<file path="config.mk">
export PLATFORM = sky130hd
export DESIGN_NAME = instr_fetch_buffer
export DESIGN_NICKNAME = d
export VERILOG_FILES = /design/src/rtl/instr_fetch_buffer.sv
export SDC_FILE = /design/constraint.sdc
export NUM_CORES = 1
export LEC_CHECK = 0
export BUFFER_PORTS_ARGS = -buffer_cell sky130_fd_sc_hd__buf_2
export CAP_MARGIN = 20
export CORE_MARGIN = 2
export CORE_UTILIZATION = 45
export DETAILED_ROUTE_END_ITERATION = 8
export PLACE_DENSITY = 0.72
export SLEW_MARGIN = 15
export SYNTH_ARGS = -nofsm -noshare
export SYNTH_HDL_FRONTEND = slang
export SYNTH_SLANG_ARGS = --single-unit
</file>
<file path="constraint.sdc">
create_clock -name clk -period 4.4 [get_ports clk]
set_input_delay 0.88 -clock clk [delete_from_list [all_inputs] [get_ports clk]]
set_output_delay 0.88 -clock clk [all_outputs]
set_load 0.01 [all_outputs]
</file>
<file path="src/rtl/instr_fetch_buffer.sv">
// -----------------------------------------------------------------------------
// instr_fetch_buffer
//
// Fetch stage between the PC stage and decode. Each accepted PC/PCPlus4 pair
// is sent to instruction memory and takes one slot in a small circular buffer.
// Memory responses come back in order and fill the oldest unfilled entry.
// The head entry is offered to decode once its word has arrived.
//
// A redirect (flush) invalidates every entry. It also records how many
// responses are still owed for the killed requests (drop_cnt). Those responses
// are then swallowed as they arrive. Slots stay reserved until they do, so
// the buffer can never hold more than DEPTH outstanding items.
//
// Parameters
//   DEPTH     total slots (live entries + pending drops), power of two, >= 2
//   NOP_WORD  word presented for a misaligned fetch
//
// Ports
//   clk, rst                       clock, synchronous active-high reset
//   PC, PCPlus4, pc_valid          fetch request from the PC stage
//   pc_ready                       fetch accepted this cycle
//   flush                          redirect, kills everything older
//   imem_req_valid/ready, imem_addr       memory request channel
//   imem_rsp_valid, imem_rsp_data         in-order memory response
//   instr_valid, instr_ready              decode handshake
//   InstrD, PCD, PCPlus4D                 head entry contents
//   misaligned                            head entry came from a misaligned PC
//
// Optional feature: define FETCH_MISALIGN_CHECK_EN to stop misaligned PCs
// from reaching memory. Such a fetch is instead pushed as an already-filled
// NOP_WORD entry with the misaligned flag set. When the macro is undefined,
// misaligned is tied to 0.
// -----------------------------------------------------------------------------
module instr_fetch_buffer #(
    parameter int          DEPTH    = 2,
    parameter logic [31:0] NOP_WORD = 32'h00000013
) (
    input  logic        clk,
    input  logic        rst,
    input  logic [31:0] PC,
    input  logic [31:0] PCPlus4,
    input  logic        pc_valid,
    output logic        pc_ready,
    input  logic        flush,
    output logic        imem_req_valid,
    input  logic        imem_req_ready,
    output logic [31:0] imem_addr,
    input  logic        imem_rsp_valid,
    input  logic [31:0] imem_rsp_data,
    output logic        instr_valid,
    input  logic        instr_ready,
    output logic [31:0] InstrD,
    output logic [31:0] PCD,
    output logic [31:0] PCPlus4D,
    output logic        misaligned
);

    localparam int PTR_W = (DEPTH > 1) ? $clog2(DEPTH) : 1;
    localparam int CNT_W = PTR_W + 1;

    // Pointers and counters
    logic [PTR_W-1:0] head_reg, tail_reg;
    logic [CNT_W-1:0] live_cnt_reg, drop_cnt_reg;
    logic [PTR_W-1:0] head_next, tail_next;
    logic [CNT_W-1:0] live_cnt_next, drop_cnt_next;

    // Entry storage
    logic [31:0] pc_mem    [DEPTH];
    logic [31:0] pcp4_mem  [DEPTH];
    logic [31:0] instr_mem [DEPTH];
    logic        live_reg  [DEPTH];
    logic        filled_reg[DEPTH];

    // Datapath control
    logic [CNT_W:0]   occ;
    logic             credit;
    logic             mis_fetch;
    logic             push, pop;
    logic             rsp_take, rsp_drop, fill_en;
    logic             fill_hit;
    logic [PTR_W-1:0] fill_idx, scan_idx;
    logic [CNT_W-1:0] unfilled_cnt, drop_after;

    // Credit comes from registered state only. A pop this cycle frees its
    // slot for the next cycle, not for a push in the same cycle.
    assign occ    = {1'b0, live_cnt_reg} + {1'b0, drop_cnt_reg};
    assign credit = (occ < (CNT_W + 1)'(DEPTH));

    assign imem_addr      = PC;
    assign imem_req_valid = pc_valid & credit & ~flush & ~mis_fetch;
    // A misaligned fetch never goes to memory, so it does not wait on imem_req_ready.
    assign pc_ready       = pc_valid & credit & ~flush & (mis_fetch | imem_req_ready);
    assign push           = pc_ready;

    assign instr_valid = live_reg[head_reg] & filled_reg[head_reg];
    assign pop         = instr_valid & instr_ready & ~flush;
    assign InstrD      = instr_mem[head_reg];
    assign PCD         = pc_mem[head_reg];
    assign PCPlus4D    = pcp4_mem[head_reg];

    // Scan from the head for the oldest live entry still waiting on memory.
    // Misaligned entries are pushed pre-filled, so unfilled entries need not
    // be contiguous and a plain fill pointer would not work.
    always_comb begin
        fill_hit     = 1'b0;
        fill_idx     = head_reg;
        scan_idx     = head_reg;
        unfilled_cnt = '0;
        for (int off = 0; off < DEPTH; off++) begin
            scan_idx = head_reg + PTR_W'(off);
            if (live_reg[scan_idx] && !filled_reg[scan_idx]) begin
                unfilled_cnt = unfilled_cnt + CNT_W'(1);
                if (!fill_hit) begin
                    fill_hit = 1'b1;
                    fill_idx = scan_idx;
                end
            end
        end
    end

    assign rsp_take   = imem_rsp_valid & (drop_cnt_reg == '0) & fill_hit;
    assign rsp_drop   = imem_rsp_valid & (drop_cnt_reg != '0);
    assign fill_en    = rsp_take & ~flush;
    assign drop_after = rsp_drop ? (drop_cnt_reg - CNT_W'(1)) : drop_cnt_reg;

    always_comb begin
        head_next     = head_reg;
        tail_next     = tail_reg;
        live_cnt_next = live_cnt_reg;
        drop_cnt_next = drop_after;
        if (flush) begin
            // Each unfilled entry still owes a response. A response taken this
            // cycle is already accounted for, so it is not owed again.
            drop_cnt_next = unfilled_cnt - CNT_W'(rsp_take) + drop_after;
            head_next     = tail_reg;
            live_cnt_next = '0;
        end else begin
            if (push) tail_next = tail_reg + PTR_W'(1);
            if (pop)  head_next = head_reg + PTR_W'(1);
            live_cnt_next = live_cnt_reg + CNT_W'(push) - CNT_W'(pop);
        end
    end

    always_ff @(posedge clk) begin
        if (rst) begin
            head_reg     <= '0;
            tail_reg     <= '0;
            live_cnt_reg <= '0;
            drop_cnt_reg <= '0;
        end else begin
            head_reg     <= head_next;
            tail_reg     <= tail_next;
            live_cnt_reg <= live_cnt_next;
            drop_cnt_reg <= drop_cnt_next;
        end
    end

    // Per-entry state. Within one cycle, pop clears, fill writes and push
    // writes. A push never targets an entry that is being popped or filled
    // in the same cycle.
    generate
        for (genvar gi = 0; gi < DEPTH; gi++) begin : gen_entry
            always_ff @(posedge clk) begin
                if (rst) begin
                    pc_mem[gi]     <= '0;
                    pcp4_mem[gi]   <= '0;
                    instr_mem[gi]  <= '0;
                    live_reg[gi]   <= 1'b0;
                    filled_reg[gi] <= 1'b0;
                end else if (flush) begin
                    live_reg[gi]   <= 1'b0;
                    filled_reg[gi] <= 1'b0;
                end else begin
                    if (pop && head_reg == PTR_W'(gi)) begin
                        live_reg[gi]   <= 1'b0;
                        filled_reg[gi] <= 1'b0;
                    end
                    if (fill_en && fill_idx == PTR_W'(gi)) begin
                        instr_mem[gi]  <= imem_rsp_data;
                        filled_reg[gi] <= 1'b1;
                    end
                    if (push && tail_reg == PTR_W'(gi)) begin
                        pc_mem[gi]     <= PC;
                        pcp4_mem[gi]   <= PCPlus4;
                        // For a normal fetch the fill overwrites this word.
                        // For a misaligned fetch it is the final word.
                        instr_mem[gi]  <= NOP_WORD;
                        live_reg[gi]   <= 1'b1;
                        filled_reg[gi] <= mis_fetch;
                    end
                end
            end
        end
    endgenerate

`ifdef FETCH_MISALIGN_CHECK_EN
    logic mis_reg [DEPTH];

    assign mis_fetch  = (PC[1:0] != 2'b00);
    assign misaligned = live_reg[head_reg] & mis_reg[head_reg];

    generate
        for (genvar gi = 0; gi < DEPTH; gi++) begin : gen_mis
            always_ff @(posedge clk) begin
                if (rst) begin
                    mis_reg[gi] <= 1'b0;
                end else if (!flush && push && tail_reg == PTR_W'(gi)) begin
                    mis_reg[gi] <= mis_fetch;
                end
            end
        end
    endgenerate
`else
    assign mis_fetch  = 1'b0;
    assign misaligned = 1'b0;
`endif

    // A response with nothing waiting for it and nothing to drop means the
    // memory broke the in-order protocol. The response is ignored.
    orphan_rsp_chk: assert property (@(posedge clk) disable iff (rst)
        !(imem_rsp_valid && drop_cnt_reg == '0 && !fill_hit));

endmodule

</file>
==> flow_metrics.py <==
metrics = {
    "status": {
        "status": "complete, no violations",
    },
    "sta": {
        "fin_crit_ps": 3504,
        "finalHoldViolCount": 0,
        "finalSetupViolCount": 0,
        "fin_hold_ws_ps": 525.9,
        "tns_ps": 0,
        "worst_slew_pin_slew_ps": 836.3,
        "post-route-period-util": 0.7963,
        "maxSlewHeadroom": 0.4424,
        "fin_ws_ps": 896.2,
        "fin_skew_ps": 24.61,
        "grt_setup_unrepaired": "no",
        "maxSlewViolCount": 0,
        "fmax_mhz": 285.4,
    },
    "layout": {
        "layout-drive-gt1-share": 0.4072,
        "multi_input_area_um2": 3022,
        "fillers": 1801,
        "nNetsFinal": 1045,
        "design_area_um2": 11350,
        "area_delta_synth_final_pct": 19.21,
        "largest_registers": "instr_mem (64), pc_mem (64), pcp4_mem (64)",
        "seqCellArea_um2": 6030,
        "diodes": 0,
    },
    "synth": {
        "synthDistinctLibCells": 39,
        "synth_top_area_cell": "edfxtp_1",
        "ys.flop_type": "edfxtp_1",
        "synth_top_area_frac": 0.6184,
        "synth_area_leaders": "edfxtp_1 (62%), mux2_2 (12%), nor2_1 (6.0%)",
        "postSynthAreaPerCell_um2": 12.71,
        "synth_warnings": 0,
        "synth_edf_count": 196,
        "syn_area_um2": 9518,
        "synthTopCellsByCount": "edfxtp_1 (196), nor2_1 (151), mux2_2 (98), nand2b_1 (69), buf_4 (34)",
        "ys_ff_latch": 203,
        "ys_seq_area_frac": 0.6331,
        "synthArstFlopShare": 0,
        "syn-num-nets": 860,
        "synth_cells": 749,
        "yosysMostFrequentCell": "edfxtp_1",
    },
    "worst_setup_path": {
        "crit_path_end_kind": "output pin",
        "critPathKind": "reg2out",
        "setup.worst_path.start_class": "flip-flop",
        "r2r_end": "instr_mem[0][3]",
        "cpPeakStageDelay_ps": 870,
        "critical_path_buf_inv_count": 2,
        "cp.required_ps": 3520,
        "cp.arrival_ps": 2620,
        "r2r_cells": 9,
        "path_cells": "buf_4 -> mux2_2 -> buf_2",
        "worst-path-max-fanout": 61,
        "cp_slowest_cell": "dfxtp_4",
        "r2r_slack_ps": 1160,
        "cpLargestDelayFamily": "flip-flops",
    },
    "floorplanning": {
        "dieHeight_um": 149.4,
        "ios": 235,
        "rows": 53,
        "start_util": 0.4556,
        "core-area_um2": 20890,
        "dieWidth_um": 149.4,
        "die_area_um2": 22330,
    },
    "min_path": {
        "hp-class": "reg2reg",
        "hold_depth": 2,
        "min_to": "tail_reg",
        "worstHoldStart": "tail_reg",
    },
    "clocking": {
        "cts_tree": "done",
        "cts.repair.resized": 0,
        "root_buffer": "clkbuf_16",
        "clkLatencyLatePin_ps": 500,
        "htree_levels": 1,
        "cts_hold_buffers": 0,
        "clock_sinks": 203,
        "clkTransAtPathRegs_ps": 60,
        "postCtsSetupBuffers": 0,
        "clockBufferDepth": 3,
        "cts_made_buffers": 22,
    },
    "grt": {
        "grt_overflow_total": 0,
        "grt_max_degree": 70,
        "grt_pass1_vias": 6306,
        "grtUsageTotal": 0.1806,
        "grt_first_pass_wirelength_mm": 31.71,
        "grt_antenna_before_repair": 0,
    },
    "drt": {
        "drt_iter0_drc": 327,
        "routed_via_density": 5.132,
        "first_pass_iters": 4,
        "wl_mm": 20.64,
        "wl_per_cell_um": 16.87,
        "drc": 0,
        "ant_nets": 0,
        "vias": 6276,
    },
    "placed_design": {
        "dpl_cell_area_um2": 10700,
        "io_buffers": 233,
        "place_ws_ps": 1143,
        "dp_hpwl_mm": 12.70,
        "gp_congestion": 0.8125,
    },
    "power": {
        "report.power.total_uw": 4673,
        "ir_worst_vdd_v": 0.0003003,
        "p_leak_uw": 0.004693,
        "p_per_area_nw_per_um2": 411.9,
    },
    "job": {
        "cap_violations": 0,
    },
}
-- placed cells by master (no fill, tap or decap), types with 4 or more instances in the layout --
cell and count:
buf_2 233, edfxtp_1 196, nor2_1 151, mux2_2 98, nand2b_1 68, and3_1 28
clkbuf_16 23, nand3_1 20, nand2_1 19, nor3_1 15, inv_1 11, buf_4 10
ha_1 7, clkinv_1 6, dfxtp_1 6, a31o_2 5, clkbuf_1 5, a21oi_1 4
xnor2_1 4
-- worst max-delay path by stage --
stage | from | endpoint | cells after the start | slack, ps
after global routing | flip-flop | PCD[29] | 3 | 720
after detailed placement | flip-flop | instr_mem[0][18] | 9 | 1140
final | flip-flop | PCPlus4D[16] | 3 | 900
after global placement | flush | pcp4_mem[0][2] | 6 | 1180
after CTS | flip-flop | PCD[29] | 3 | 820
after floorplan | flush | instr_mem[1][0] | 5 | 70
-- logic make-up after synthesis --
kind of cell	count (synthesis)	share of synthesized area
compound gates	22	0.01577
xor+xnor	6	0.007098
fa+ha+maj	8	0.01131
buf+inv	95	0.05455
flops	203	0.6331
mux	98	0.1159
other cells	1	0.0003940
simple gates	316	0.1618
-- worst min-delay path, cell delays in order, from the launching register on --
cell and delay, ps:
dfxtp_1 340, nand2b_1 80, a21oi_1 60
-- routing by layer --
layer	up-vias	GRT usage	share of wire
li1	2971	-	-
met1	3052	0.2291	0.41
met2	208	0.3165	0.50
met3	45	0.02744	0.059
met4	0	0.06095	0.029
met5	-	0	0
-- area by class of cell --
type / count / area share
Multi-Input combinational cell: 451 / 0.2663
Sequential cell: 203 / 0.5314
Tap cell: 275 / 0.03033
Clock inverter: 10 / 0.004411
Clock buffer: 28 / 0.05238
Timing Repair Buffer: 244 / 0.1112
Inverter: 12 / 0.003970
-- through the flow --
step / util / std cells
6_report: 0.5432 / 1223
5_1_grt: 0.5432 / 1223
4_1_cts: 0.5432 / 1223
3_5_place_dp: 0.5123 / 1185
3_3_place_gp: 0.5123 / 1185
2_1_floorplan: - / 749
-- power breakdown --
part | switching, µW | internal [µW] | leakage, µW
Combinational | 403 | 299 | 0.00229
Sequential | 49.8 | 2270 | 0.00210
Clock | 704 | 949 | 0.000303
Total | 1160 | 3520 | 0.00469
Note: power is estimated with default switching activity, not from simulation.
